--- src/rtl/record_timer.sv ---
// Record/playback elapsed-time controller: tracks seconds while recording or playing,
// remembers the recorded length and drives the two-digit time display (63 = blank).
//
// state | meaning
// IDLE  | nothing running, display blank, stored length kept
// REC   | recording, seconds count up toward the length limit
// PLAY  | playing back, seconds count up toward the stored length
// PAUSE | counters frozen, mode holds which of REC/PLAY to resume
module record_timer #(
   parameter int TICKS_PER_SEC = 12000000,
   parameter int MAX_SEC       = 32
) (
   input  logic       i_clk,
   input  logic       i_rst_n,
   input  logic       i_rec,
   input  logic       i_play,
   input  logic       i_pause,
   input  logic       i_stop,
   output logic [5:0] o_time,
   output logic [5:0] o_len,
   output logic [1:0] o_state,
   output logic       o_done
);

   typedef enum logic [1:0] {
      IDLE  = 2'd0,
      REC   = 2'd1,
      PLAY  = 2'd2,
      PAUSE = 2'd3
   } state_t;

   localparam int TW = (TICKS_PER_SEC > 2) ? $clog2(TICKS_PER_SEC) : 1;
   localparam logic [TW-1:0] TICK_LAST = TW'(TICKS_PER_SEC - 1);
   localparam logic [5:0] SEC_LIMIT = 6'(MAX_SEC);
   localparam logic [5:0] BLANK = 6'd63;
   localparam logic MODE_REC = 1'b0;
   localparam logic MODE_PLAY = 1'b1;

   state_t state, state_n;
   logic [TW-1:0] tick, tick_n, tick_adv;
   logic [5:0] sec, sec_n, sec_inc, sec_adv;
   logic [5:0] len, len_n;
   logic [5:0] time_q, time_n;
   logic done, done_n;
   logic mode, mode_n;
   logic wrap;

   always_ff @(posedge i_clk) begin
      if (!i_rst_n) begin
         state  <= IDLE;
         tick   <= '0;
         sec    <= '0;
         len    <= '0;
         time_q <= BLANK;
         done   <= 1'b0;
         mode   <= MODE_REC;
      end else begin
         state  <= state_n;
         tick   <= tick_n;
         sec    <= sec_n;
         len    <= len_n;
         time_q <= time_n;
         done   <= done_n;
         mode   <= mode_n;
      end
   end

   always_comb begin
      state_n  = state;
      tick_n   = tick;
      sec_n    = sec;
      len_n    = len;
      done_n   = 1'b0;
      mode_n   = mode;
      wrap     = (tick == TICK_LAST);
      sec_inc  = sec + 6'd1;
      tick_adv = wrap ? '0 : tick + TW'(1);
      sec_adv  = wrap ? sec_inc : sec;

      case (state)
         IDLE: begin
            if (i_rec) begin
               state_n = REC;
               tick_n  = '0;
               sec_n   = '0;
            end else if (i_play && (len != 6'd0)) begin
               state_n = PLAY;
               tick_n  = '0;
               sec_n   = '0;
            end
         end
         REC: begin
            tick_n = tick_adv;
            sec_n  = sec_adv;
            // A stop on the limit edge still records the full limit, without done.
            if (i_stop) begin
               state_n = IDLE;
               len_n   = (wrap && (sec_inc == SEC_LIMIT)) ? SEC_LIMIT : sec;
            end else if (wrap && (sec_inc == SEC_LIMIT)) begin
               state_n = IDLE;
               len_n   = SEC_LIMIT;
               done_n  = 1'b1;
            end else if (i_pause) begin
               state_n = PAUSE;
               mode_n  = MODE_REC;
               tick_n  = tick;
               sec_n   = sec;
            end
         end
         PLAY: begin
            tick_n = tick_adv;
            sec_n  = sec_adv;
            if (i_stop) begin
               state_n = IDLE;
            end else if (wrap && (sec_inc == len)) begin
               state_n = IDLE;
               done_n  = 1'b1;
            end else if (i_pause) begin
               state_n = PAUSE;
               mode_n  = MODE_PLAY;
               tick_n  = tick;
               sec_n   = sec;
            end
         end
         PAUSE: begin
            if (i_stop) begin
               state_n = IDLE;
               if (mode == MODE_REC) len_n = sec;
            end else if (i_pause) begin
               state_n = (mode == MODE_PLAY) ? PLAY : REC;
            end
         end
         default: state_n = IDLE;
      endcase

      time_n = (state_n == IDLE) ? BLANK : sec_n;
   end

   always_comb begin
      o_state = state;
      o_time  = time_q;
      o_len   = len;
      o_done  = done;
   end

endmodule

--- config.mk ---
export PLATFORM = sky130hd
export DESIGN_NAME = record_timer
export DESIGN_NICKNAME = d
export VERILOG_FILES = /design/src/rtl/record_timer.sv
export SDC_FILE = /design/constraint.sdc
export NUM_CORES = 1
export LEC_CHECK = 0
export CAP_MARGIN = 30
export CORE_ASPECT_RATIO = 0.9
export CORE_MARGIN = 2
export CORE_UTILIZATION = 25
export DETAILED_ROUTE_END_ITERATION = 10
export HOLD_SLACK_MARGIN = 0.1
export PLACE_DENSITY = 0.51
export SYNTH_ARGS = -nofsm -noshare
export SYNTH_HDL_FRONTEND = slang
export SYNTH_SLANG_ARGS = --single-unit
--- constraint.sdc ---
create_clock -name i_clk -period 6.7 [get_ports i_clk]
set_input_delay 1.34 -clock i_clk [delete_from_list [all_inputs] [get_ports i_clk]]
set_output_delay 1.34 -clock i_clk [all_outputs]
set_load 0.02 [all_outputs]
; ---- Yosys cells after proc, flatten, opt, wreduce, memory -nomap -nowiden
; Cells that the tools add are included.
[word_totals]
ff_bits = 46
in_bits = 6
out_inout_bits = 15
wordCells = 86
[op_classes]
addsub = 2
eq_ne = 16
muxes = 47
bitwise_logic = 1
reduce_logical = 13
[ops]
columns = operator, count
row1 = $mux W24, 8
row2 = $mux W6, 13
row3 = $pmux W24 S3, 1
row4 = $add A24 B1 Y24 const B, 1
row5 = $eq A24 B24 Y1 const B, 1
row6 = $mux W2, 10
row7 = $pmux W6 S3, 1
row8 = $ne A2 B2 Y1 const B, 8
row9 = $pmux W6 S2, 1
row10 = $mux W1, 10
row11 = $pmux W2 S4, 1
row12 = $reduce_and A7 Y1, 1
row13 = $add A6 B1 Y6 const B, 1
row14 = $eq A6 B6 Y1, 1
row15 = $eq A6 B6 Y1 const B, 1
row16 = $ne A3 B3 Y1 const B, 2
row17 = $reduce_bool A6 Y1, 1
row18 = $eq A2 B2 Y1 const B, 2
row19 = $logic_not A2 Y1, 2
row20 = $pmux W1 S2, 2
row21 = $reduce_and A4 Y1, 1
row22 = $reduce_bool A2 Y1, 2
row23 = $logic_and A1 B1 Y1, 3
row24 = $reduce_bool A3 Y1, 1
row25 = other kinds (4), 4

; ---- Depth between registers and ports, before layout
; Gate-level depths: netlist of run 1.
[depth]
word_depth = 8
depth_mapped = 11

; ---- Worst setup path before layout of run 1
; No wires, ideal clock.
[synth_path]
kind = input to register
from = input i_pause
to = register tick[18]
setup_time_ns = 0.122
arrival_ns = 2.860
required_ns = 6.578
path_slack_ns = 3.718
path_stages = 8
path_cell_list = clkbuf_1 inv_1 nor2_1 nor2_1 a41oi_4 a31oi_2 and3_1 a221o_1
[synth_via]
elab_chain_cells = 4
word_cells_on_any_way = 6
cone_classes = 6 x mux
[synth_rtl]
columns = element, line_no
row1 = start: declaration, 17  ; input logic i_pause,
row2 = $mux W24 (*), -
row3 = $mux W24 (on tied branches) (2 in series), -
row4 = $pmux W24 S3 (*), -
row5 = end signal: assignment, 59  ; tick <= tick_n;
row6 = end: declaration, 40  ; logic [TW-1:0] tick, tick_n, tick_adv;
; Mark *: on every way between the ends. The rest lies on a longest branch, timed or not.
; A chain may end at the register's enable or synchronous reset.

; ---- Worst setup path after layout of run 1
[layout_path]
from = register sec[0]
to = register tick[18]
[layout_via]
elab_chain_cells = 6
word_cells_on_any_way = 10
cone_classes = 1 x add/sub / 2 x eq/ne / 5 x mux / 2 x reduce/logical
[layout_rtl]
columns = element, line_no
row1 = start: declaration, 41  ; logic [5:0] sec, sec_n, sec_inc, sec_adv;
row2 = start signal: assignment, 60  ; sec <= sec_n;
row3 = $add A6 B1 Y6 (*), 76  ; sec_inc = sec + 6'd1;
row4 = $eq A6 B6 Y1 (on tied branches), "115, 99"
row5 = $logic_and A1 B1 Y1 (on tied branches), "115, 99"
row6 = $mux W24 (on tied branches), "115, 99"
row7 = $mux W24 (on tied branches), "113, 96"
row8 = $pmux W24 S3 (*), 80  ; case (state)
; Marks and branches as above.

==> results of run 1 <==
[flip-flops by register name, indices dropped and copies added (netlist names)]
| signal | cells |
|---|---|
| mode | 1 |
| sec | 6 |
| o_len | 6 |
| o_state | 2 |
| tick | 24 |
| o_done | 1 |
| o_time | 6 |
[cells by family after synthesis]
group	share of synthesized area (%)
AOI/OAI and AO/OA	27.9
xor gates and xnor gates	3.34
adders and majority gates	3.18
buffers and inverters	5.33
DFF	29.3
muxes	0.994
and+or+nand+nor	30.0
[metal layers]
metal  wire, um  vias to the layer above  GRT usage (%)
met4        117                        0           4.29
li1           -                     1525              -
met3        493                       12           2.27
met2       4050                      107           19.9
met1       4710                     1537           21.2
met5          0                        -              0
[layout make-up]
class | count | area [sq um] | area share, %
Clock buffer | 6 | 139 | 3.80
Clock inverter | 2 | 60.1 | 1.64
Inverter | 13 | 48.8 | 1.33
Multi-Input combinational cell | 314 | 2060 | 56.3
Sequential cell | 46 | 921 | 25.2
Tap cell | 160 | 200 | 5.48
Timing Repair Buffer | 24 | 228 | 6.23
[cells in the final DEF (no fill, tap or decap), types with 6 or more instances in the layout]
cell type / n
o21ai_0: 17
and3_1: 6
nor3_1: 13
a22oi_1: 6
a31oi_1: 10
nand4_1: 17
inv_1: 12
o21ai_1: 7
and4_1: 6
nand3_1: 14
nor2_1: 36
xnor2_1: 9
nand2_1: 38
a21oi_1: 17
ha_1: 8
clkdlybuf4s50_1: 20
dfxtp_1: 46
a211oi_1: 6
[worst max-delay path by stage]
| stage | start | to | cells after the start | slack, ps |
|---|---|---|---|---|
| 4_1_cts | sec[0] | tick[18] | 8 | 3090 |
| 3_3_place_gp | i_stop | tick[18] | 7 | 2910 |
| 3_5_place_dp | i_stop | tick[18] | 7 | 2800 |
| 5_1_grt | sec[0] | tick[18] | 8 | 2870 |
| 2_1_floorplan | i_pause | tick[18] | 8 | 3720 |
| 6_report | sec[0] | tick[18] | 8 | 3050 |
[stage by stage]
stage,total power [W],util [%]
finish,0.000810,30.0
global route,0.000851,30.0
CTS,0.000819,30.0
detailed placement,0.000487,28.4
global placement,0.000487,28.4
floorplan,0.000421,-
[critical path, stage by stage (launching register included)]
cell,delay (ps)
dfxtp_1,600
ha_1,450
and4b_1,240
mux2i_1,80
a211oi_1,590
a311o_1,370
nand2_1,470
a31o_1,440
a221o_1,290
[power by group]
| group | leakage [nW] | internal [W] | switching [W] |
|---|---|---|---|
| sequential | 0.373 | 0.000287 | 0.00000901 |
| combinational | 0.778 | 0.0000666 | 0.000119 |
| clock | 0.0971 | 0.000224 | 0.000105 |
| total | 1.25 | 0.000577 | 0.000233 |
==> results.cfg, run 1 <==
[outcome]
status = completed

[finish]
diodes = 0
layout-drive-gt1-share_pct = 7.90
instances_no_fill = 565
finalNetCount = 418
area_growth_pct = 16.1
fin_area_sq_um = 3660
fillers = 1303

[place]
globalplace.congestion = 0.889
placement.cell_area_sq_um = 3460
placed_cells_incl_taps = 557
dp_slack_ps = 2800
port_buffers = 20
hpwl_um = 6820

[logic_synthesis]
yosysTopAreaCellShare_pct = 29.3
syn_nets = 410
synthCells = 396
synth.avg_cell_area_sq_um = 7.95
synth.most_common_cell = dfxtp_1
ys_types = 77
yosysSeqAreaShare_pct = 29.3
synth_common_cells = 46 x dfxtp_1, 38 x nand2_1, 36 x nor2_1
ys.flop_type = dfxtp_1
synth_edf_count = 0
synth_seq_cells = 46
yosysTopAreaCell = dfxtp_1
ys_async_sr_fraction_pct = 0
synthesis.area_sq_um = 3150
synthTopCellsByArea = dfxtp_1 29%, nand2_1 4.5%, nor2_1 4.3%
ys_warn_count = 0

[power_and_ir_drop]
power_leakage_nw = 1.25
p_per_area_nw_per_um2 = 222
ir_drop_mv = 0.116

[clock_network]
cts_max_path_buffers = 2
h-tree-depth = 2
cts.reportedPaths.clkPinSlew_ps = 70
clk_latency_ps = 290
cts_root_buf = clkbuf_16
post_cts_buffers = 0
hold_buffers = 0
cts-buffers-inserted = 5
cts_resized = 0
clock-sinks = 46
cts_tree = yes

[sta]
slew_viol_final = 0
fmax_ghz = 0.274
rsz0062_at_grt = no
holdWs_ps = 487
fin_ws_ps = 3050
hold_viol = 0
min_period_ps = 3650
maxSlewHeadroom_pct = 39.7
worst_slew_pin_slew_ps = 897
finalSetupTns_ps = 0
fin_skew_ps = 10.3
setup_violations = 0
finalCritPeriodShare_pct = 54.5

[global_route]
grt_usage_pct = 14.0
grt_pass1_wl_um = 15500
grt_max_degree = 31
first_global_vias = 2985
antenna_found_initial = 0
grt_overflow = 0

[floorplan]
die_y_um = 110
dieArea_sq_um = 13500
dieWidth_um = 122
placementRows = 38
ioPinCount = 21
coreArea_sq_um = 12200
initial_core_util_pct = 25.9

[critical_path]
r2r_cells = 8
worstReg2RegEnd = tick[18]
cp-start-kind = flip-flop
cp_data_required_time_ps = 6870
rrSetupSlack_ps = 3050
critPathArrivalTime_ps = 3820
rr_startpoint = sec[0]
endpoint_kind = flip-flop
crit_fanout = 20
criticalPathCategory = reg2reg

[detailed_routing]
drt-wirelength-per-cell_um = 16.6
vias_per_cell = 5.63
drt_iter0_drc = 251
routed_wl_um = 9370
drc = 0
drtAntennaViolNets = 0
first_pass_iters = 6
num_vias = 3181

[worst_hold_path]
worstHoldStart = tick[5]
hp-class = reg2reg
holdPathStages = 1
hold_end = tick[5]

[flow_run]
drv_cap = 0
Note: power is estimated with default switching activity, not from simulation.
==> run 2, diff against run 1 <==
- PLACE_DENSITY: 0.51 -> 0.53
- clock period: 6.7 -> 3.07 ns (I/O delays scaled with it)
==> run 2 against run 1 <==
  * Clock power up 68%
  * Fmax up 29%
  * Register-to-register slack worse by 2800 ps
  * Sequential power rose by 120%
  * Combinational power increased by 140%
  * Clock-buffer cell count is 1 lower
  * Power is 100% higher
  * Sequential share of layout area down 0.95 points
  * Highest routed layer unchanged
==> results.cfg, run 2 (same netlist as run 1, synthesis figures left out) <==
[place]
globalplace.congestion = 0.888
placed_cells_incl_taps = 582
hpwl_um = 7570
port_buffers = 20

[critical_path]
endpoint_kind = flip-flop
cp_common_cell = buf_4
cp_data_required_time_ps = 3240
criticalPathCategory = reg2reg
r2r_cells = 9
critPathSlowestCell = xnor2_1
slowest_delay_ps = 490
worstReg2RegEnd = tick[14]
critPathArrivalTime_ps = 2990
rr_startpoint = sec[1]
crit_fanout = 10
rrSetupSlack_ps = 250
path_cells = buf_4 -> and3_1 -> nand3_1 -> xnor2_1 -> and4_1 -> a31oi_2 -> buf_4 -> a31oi_1 -> o31ai_1
cp-start-kind = flip-flop

[finish]
diodes = 0
finalNetCount = 443
final_common_cell = dfxtp_1
largest_register_ffs = 24
regMostFlops = tick
mostFrequentLayoutCells = 46 x dfxtp_1, 38 x nand2_1, 36 x nor2_1
layout-drive-gt1-share_pct = 13.5
instances_no_fill = 590
area_growth_pct = 20.7

[detailed_routing]
vias_per_cell = 5.53
drt-wirelength-per-cell_um = 16.9
routed_wl_um = 9990
first_pass_iters = 5
num_vias = 3265
drt_iter0_drc = 235
drtAntennaViolNets = 0
drc = 0

[sta]
fmax_ghz = 0.354
rsz0062_at_grt = no
hold_viol = 0
finalCritPeriodShare_pct = 91.9
fin_skew_ps = 5.04
finalSetupTns_ps = 0
maxSlewHeadroom_pct = 62.6
min_period_ps = 2820
slew_viol_final = 0
setup_violations = 0
worst_slew_pin_slew_ps = 558

[floorplan]
coreArea_sq_um = 12200
dieWidth_um = 122
die_y_um = 110
placementRows = 38
ioPinCount = 21
dieArea_sq_um = 13500
initial_core_util_pct = 25.9

[clock_network]
post_cts_buffers = 0
cts_resized = 0
cts-buffers-inserted = 5
clock-sinks = 46
h-tree-depth = 2
cts_max_path_buffers = 2
clk_latency_ps = 290
cts.reportedPaths.clkPinSlew_ps = 70
cts_tree = yes
cts_root_buf = clkbuf_16
hold_buffers = 0

[global_route]
first_global_vias = 3026
busiest_layer = met1
use_met2_pct = 21.6
grt_max_degree = 27
antenna_found_initial = 0
grt_usage_pct = 14.8
grt_pass1_wl_um = 16300
met3_usage_pct = 1.39
grt_use_met1_pct = 23.0
grt_overflow = 0

[power_and_ir_drop]
power.total_w = 0.00164
power_leakage_nw = 1.35
p_per_area_nw_per_um2 = 431
ir_drop_mv = 0.188

[worst_hold_path]
hold_end = tick[5]
worstHoldStart = tick[5]
holdPathStages = 1
hp-class = reg2reg

[outcome]
status = completed

[flow_run]
drv_cap = 0
[run 2: final cells by class]
cell class              count  area, sq um
multi-input cells         314         2060
clock buffers               5          125
inverters                  13         48.8
repair buffers             49          418
well taps                 160          200
flip-flops and latches     46          921
fillers                  1358         8370
clock inverters             3         21.3
[run 2: worst max-delay path by stage]
stage	start	endpoint	slack, ps	depth (start not counted)
final	sec[1]	tick[14]	250	9
after global routing	sec[1]	tick[14]	50	9
after CTS	sec[1]	o_time[0]	100	9
after detailed placement	sec[1]	o_time[0]	110	9
after global placement	tick[0]	o_time[3]	280	9
after floorplan	sec[1]	tick[15]	470	11
[run 2: critical path, delay by kind of cell (launching register included)]
kind | cells | cell delay (ps)
DFF | 1 | 440
buffers and inverters | 2 | 430
xor gates and xnor gates | 1 | 490
AOI/OAI and AO/OA | 3 | 660
and+or+nand+nor | 3 | 680
[run 2: where the power goes]
group          total [W]  internal [W]  switching (W)
Clock           0.000553      0.000302       0.000251
Combinational   0.000439      0.000166       0.000274
Sequential      0.000646      0.000625      0.0000203
Total            0.00164       0.00109       0.000545
[run 2: per-stage QoR]
stage	hold slack (ps)	worst slack [ps]	cell area, sq um	utilization (%)
3_3_place_gp	459	277	3650	30.0
4_1_cts	480	97.7	3790	31.2
6_report	482	248	3800	31.2
3_5_place_dp	466	111	3650	30.0
2_1_floorplan	432	475	3150	-
5_1_grt	517	51.2	3800	31.2
[run 2: per-layer routing]
| layer | wire length (um) | part of all wire, % |
|---|---|---|
| met5 | 0 | 0 |
| met4 | 121 | 1.2 |
| met3 | 531 | 5.3 |
| met2 | 4300 | 43 |
| met1 | 5040 | 50 |
==> run 3, diff against run 2 <==
- SLEW_MARGIN: not set -> 10
==> results of run 3 <==
Final layout, timing and power as in run 2 (identical DEF).
